$ cat src/rtl/unified_mem_port_arbiter.sv
// Unified memory port arbiter: one fixed-latency memory port shared between
// instruction fetch and the data stage. Data side wins by default; a
// starvation counter forces a fetch grant after STARVE_LIMIT consecutive
// data grants taken while fetch was waiting.
//
// state  | meaning
// S_IDLE | nothing in flight; sample requests, pick a grant, latch the access
// S_WAIT | access issued (mem_req in first cycle); latency down-counter runs
// S_RESP | one-cycle valid pulse for the granted side; requests not sampled
module unified_mem_port_arbiter #(
    parameter int MEM_LATENCY  = 2,
    parameter int STARVE_LIMIT = 2,
    parameter int AW           = 32,
    parameter int DW           = 32
) (
    input  logic          clk,
    input  logic          reset,
    input  logic          if_req,
    input  logic [AW-1:0] if_addr,
    output logic [DW-1:0] if_rdata,
    output logic          if_valid,
    output logic          if_stall,
    input  logic          d_req,
    input  logic          d_we,
    input  logic [AW-1:0] d_addr,
    input  logic [DW-1:0] d_wdata,
    output logic [DW-1:0] d_rdata,
    output logic          d_valid,
    output logic          d_stall,
    output logic          mem_req,
    output logic          mem_we,
    output logic [AW-1:0] mem_addr,
    output logic [DW-1:0] mem_wdata,
    input  logic [DW-1:0] mem_rdata
);
    localparam int CW = (MEM_LATENCY < 1) ? 1 : $clog2(MEM_LATENCY + 1);
    localparam int SW = (STARVE_LIMIT < 1) ? 1 : $clog2(STARVE_LIMIT + 1);
    localparam logic [CW-1:0] LAT_LOAD   = CW'(MEM_LATENCY);
    localparam logic [SW-1:0] STARVE_MAX = SW'(STARVE_LIMIT);

    typedef enum logic [1:0] {S_IDLE, S_WAIT, S_RESP} state_t;

    state_t        state;
    state_t        state_nxt;
    logic [CW-1:0] cnt;
    logic [SW-1:0] starve;
    logic          grant_d;
    logic          we_q;
    logic          any_req;
    logic          pick_if;
    logic          lat_done;

    assign any_req  = if_req | d_req;
    assign pick_if  = if_req & (~d_req | (starve == STARVE_MAX));
    assign lat_done = (cnt == '0);
    assign if_stall = if_req & ~if_valid;
    assign d_stall  = d_req & ~d_valid;

    // State register
    always_ff @(posedge clk) begin
        if (reset) begin
            state <= S_IDLE;
        end else begin
            state <= state_nxt;
        end
    end

    // Next-state: each state lasts at least one cycle, RESP always returns to IDLE
    always_comb begin
        state_nxt = state;
        case (state)
            S_IDLE:  if (any_req) state_nxt = S_WAIT;
            S_WAIT:  if (lat_done) state_nxt = S_RESP;
            S_RESP:  state_nxt = S_IDLE;
            default: state_nxt = S_IDLE;
        endcase
    end

    // Issue strobe, latency countdown, response capture and starvation tracking
    always_ff @(posedge clk) begin
        if (reset) begin
            mem_req   <= 1'b0;
            mem_we    <= 1'b0;
            mem_addr  <= '0;
            mem_wdata <= '0;
            if_valid  <= 1'b0;
            d_valid   <= 1'b0;
            if_rdata  <= '0;
            d_rdata   <= '0;
            cnt       <= '0;
            starve    <= '0;
            grant_d   <= 1'b0;
            we_q      <= 1'b0;
        end else begin
            mem_req  <= 1'b0;
            mem_we   <= 1'b0;
            if_valid <= 1'b0;
            d_valid  <= 1'b0;
            case (state)
                S_IDLE: begin
                    if (any_req) begin
                        grant_d <= ~pick_if;
                        we_q    <= ~pick_if & d_we;
                        mem_req <= 1'b1;
                        mem_we  <= ~pick_if & d_we;
                        cnt     <= LAT_LOAD;
                        if (pick_if) begin
                            mem_addr <= if_addr;
                            starve   <= '0;
                        end else begin
                            mem_addr  <= d_addr;
                            mem_wdata <= d_wdata;
                            if (!if_req) begin
                                starve <= '0;
                            end else if (starve != STARVE_MAX) begin
                                starve <= starve + 1'b1;
                            end
                        end
                    end
                end
                S_WAIT: begin
                    if (lat_done) begin
                        if (grant_d) begin
                            d_valid <= 1'b1;
                            if (!we_q) d_rdata <= mem_rdata;
                        end else begin
                            if_valid <= 1'b1;
                            if_rdata <= mem_rdata;
                        end
                    end else begin
                        cnt <= cnt - 1'b1;
                    end
                end
                default: ;
            endcase
        end
    end

endmodule

$ cat config.mk
export PLATFORM = sky130hd
export DESIGN_NAME = unified_mem_port_arbiter
export DESIGN_NICKNAME = d
export VERILOG_FILES = /design/src/rtl/unified_mem_port_arbiter.sv
export SDC_FILE = /design/constraint.sdc
export NUM_CORES = 1
export LEC_CHECK = 0
export CAP_MARGIN = 25
export CORE_AREA = 2 2 133 135
export DETAILED_ROUTE_END_ITERATION = 6
export DIE_AREA = 0 0 135 137
export PLACE_DENSITY = 0.66
export SYNTH_ARGS = -nofsm -noshare
export SYNTH_HDL_FRONTEND = slang
export SYNTH_SLANG_ARGS = --single-unit
$ cat constraint.sdc
create_clock -name clk -period 5.2 [get_ports clk]
set_clock_uncertainty 0.2 [all_clocks]
set_input_delay 0.78 -clock clk [delete_from_list [all_inputs] [get_ports clk]]
set_output_delay 0.78 -clock clk [all_outputs]
set_load 0.05 [all_outputs]
==> results.py <==
metrics = {
    "die": {
        "pin_count": 267,
        "initial_core_util_pct": 33.23,
        "die_y_um": 137,
        "die-area_um2": 18500,
        "fp.coreArea_um2": 17060,
        "std_cell_rows": 48,
        "die_w_um": 135,
    },
    "drt": {
        "wl_per_cell_um": 15.83,
        "dr_wl_met2_um": 8084,
        "wl_met3_um": 1980,
        "highest_layer": "met4",
        "dr.pass1.iters": 5,
        "via_per_inst": 4.871,
        "drc": 0,
        "drt_wl_total_um": 17980,
        "drtIter0Drc": 245,
        "num_vias": 5534,
        "wirelength_met1_um": 7668,
        "drtAntennaViolNets": 0,
    },
    "placement": {
        "gp_congestion": 0.7961,
        "preCtsSetupSlack_ps": 1447,
        "dp_hpwl_um": 11810,
        "port_buffers": 266,
    },
    "logic_synthesis": {
        "syn_nets": 802,
        "synth_area_leader_cell": "dfxtp_1",
        "synth_top_area_share_pct": 49.45,
        "seq_area_frac_synth_pct": 49.45,
        "yosysWarnings": 0,
        "yosysMostFrequentCell": "nand2_1",
        "ys_ff_latch": 140,
        "synth_area_leaders": "dfxtp_1, nand2_1, mux2i_1",
        "async_flop_share_pct": 0,
        "synth_flop_cell": "dfxtp_1",
        "synthCells": 666,
        "synth-edff-count": 0,
        "syn_avg_cell_area_um2": 8.510,
        "synth_cell_type_count": 35,
        "yosys-top-cells-count": "nand2_1, dfxtp_1, a21oi_1",
        "synth.cell_area_um2": 5668,
    },
    "timing": {
        "finalCriticalPeriod_ps": 3773,
        "worst_pin_slew_ps": 1015,
        "maxSlewViolCount": 0,
        "post-route-worst-setup-slack_ps": 1427,
        "fmax_mhz": 265.1,
        "final_hold_viol_count": 0,
        "fin_crit_sh_pct": 72.55,
        "rsz0062_at_grt": "false",
        "relSlewSlack_pct": 32.36,
        "finalSetupTns_ps": 0,
        "setup_viol": 0,
    },
    "global_route": {
        "antenna_found_initial": 0,
        "grtUsageTotal_pct": 18.96,
        "grt_max_degree": 76,
        "grt_overflow": 0,
        "grt_pass1_wl_um": 27720,
        "grt_pass1_vias": 5322,
    },
    "clocking": {
        "cts_tree": "done",
        "cts_setup_buffers": 0,
        "clock-sinks": 140,
        "cts.path.max_buffers": 2,
        "cts_resized": 0,
        "clk_pin_slew_worst_paths_ps": 60,
        "cts-root-buf": "clkbuf_16",
        "htreeDepth": 4,
        "postCtsHoldBufs": 0,
        "numCtsBuffers": 17,
        "insertion_delay_ps": 410,
    },
    "worst_setup_path": {
        "crit_arrival_ps": 2790,
        "cp.required_ps": 4220,
        "cp-start-kind": "input port",
        "crit_type": "in2out",
        "crit_fanout": 38,
        "worst_setup_path_end_kind": "output pin",
    },
    "layout": {
        "area_growth_pct": 59.49,
        "fin_util_pct": 53.00,
        "fill_cells": 1592,
        "multi_input_area_um2": 2592,
        "seq_area_um2": 2803,
        "nets": 1034,
        "layout-drive-gt1-share_pct": 5.488,
        "diodes": 0,
    },
    "pwr": {
        "ir_drop_v": 0.0002312,
        "power.leakage_nw": 3.254,
        "power_w": 0.003305,
        "p_per_area_nw_per_um2": 365.6,
    },
    "worst_hold_path": {
        "holdCritPathClass": "reg2reg",
    },
    "flow_run": {
        "cap_violations": 0,
    },
    "outcome": {
        "status": "finished, final reports clean",
    },
}
## state kept, by name (all words and copies together) (netlist names)
register and cells:
state 2, we_q 1, cnt 2, starve 2, d_valid 1, if_rdata 32
d_rdata 32, mem_req 1, if_valid 1, grant_d 1, mem_we 1, mem_wdata 32
mem_addr 32
## kinds of logic (layout without fill, tap and decap cells)
family / count (synthesis) / count (layout) / synth area share, %
AND/OR/NAND/NOR: 250 / 250 / 18.39
buffers and inverters: 68 / 313 / 5.320
flip-flops: 140 / 140 / 49.45
adder cells (fa/ha/maj): 3 / 3 / 0.6623
AO/OA/AOI/OAI: 141 / 141 / 14.88
multiplexers: 64 / 64 / 11.30
## area by class of cell
class	instances	area share (%)
clock buffers	17	4.706
clock inverters	15	2.076
inverters	6	0.2768
multi-input cells	458	28.68
flip-flops and latches	140	31.00
well taps	225	3.114
repair buffers	275	30.15
## path summary, 6_finish.rpt
kind | depth (start not counted) | slack, ps | endpoint | from
worst max-delay path | 5 | 1430 | if_stall | if_req
worst max register to register | 3 | 2490 | mem_wdata[24]$_SDFFE_PP0P_ | state[0]$_SDFFE_PP0P_
worst min-delay path | 2 | 250 | if_rdata[30]$_SDFFE_PP0P_ | if_rdata[30]$_SDFFE_PP0P_
worst min register to register | 2 | 250 | if_rdata[30]$_SDFFE_PP0P_ | if_rdata[30]$_SDFFE_PP0P_
## metal layers
layer  GRT usage (%)  vias to the layer above
met5               0                        -
met4           5.961                        0
met3           8.111                       16
met2           30.96                      242
met1           22.63                     2525
li1                -                     2751
## power breakdown
part	total (W)	switching [W]	internal, W
clock network	0.00126	0.000501	0.000763
registers	0.00121	0.0000473	0.00116
logic	0.000835	0.000519	0.000316
total	0.00331	0.00107	0.00224
## cell usage in the layout (no fill, tap or decap), drive strengths merged, types with 3 or more instances in the layout
| master | count |
|---|---|
| mux2i | 64 |
| dfxtp | 140 |
| inv | 10 |
| ha | 3 |
| buf | 10 |
| o21ai | 36 |
| clkinv | 3 |
| clkbuf | 17 |
| clkinvlp | 5 |
| nand3 | 33 |
| a21oi | 68 |
| nor2 | 8 |
| a311oi | 32 |
| bufinv | 3 |
| nand2 | 195 |
| clkdlybuf4s50 | 265 |
## critical path: stages
cell	delay, ps
clkdlybuf4s50_1	460
buf_4	360
inv_1	230
nor2_1	140
clkdlybuf4s50_1	810
## metrics by stage
step | cells | hold slack, ps | cell area, um2
after floorplan | 666 | 240.6 | 5668
after global placement | 1104 | 240.9 | 8427
after detailed placement | 1104 | 245.6 | 8427
after CTS | 1136 | 254.6 | 9040
after global routing | 1136 | 269.4 | 9040
final | 1136 | 254.5 | 9040
Power figures use the tool's default switching activity.
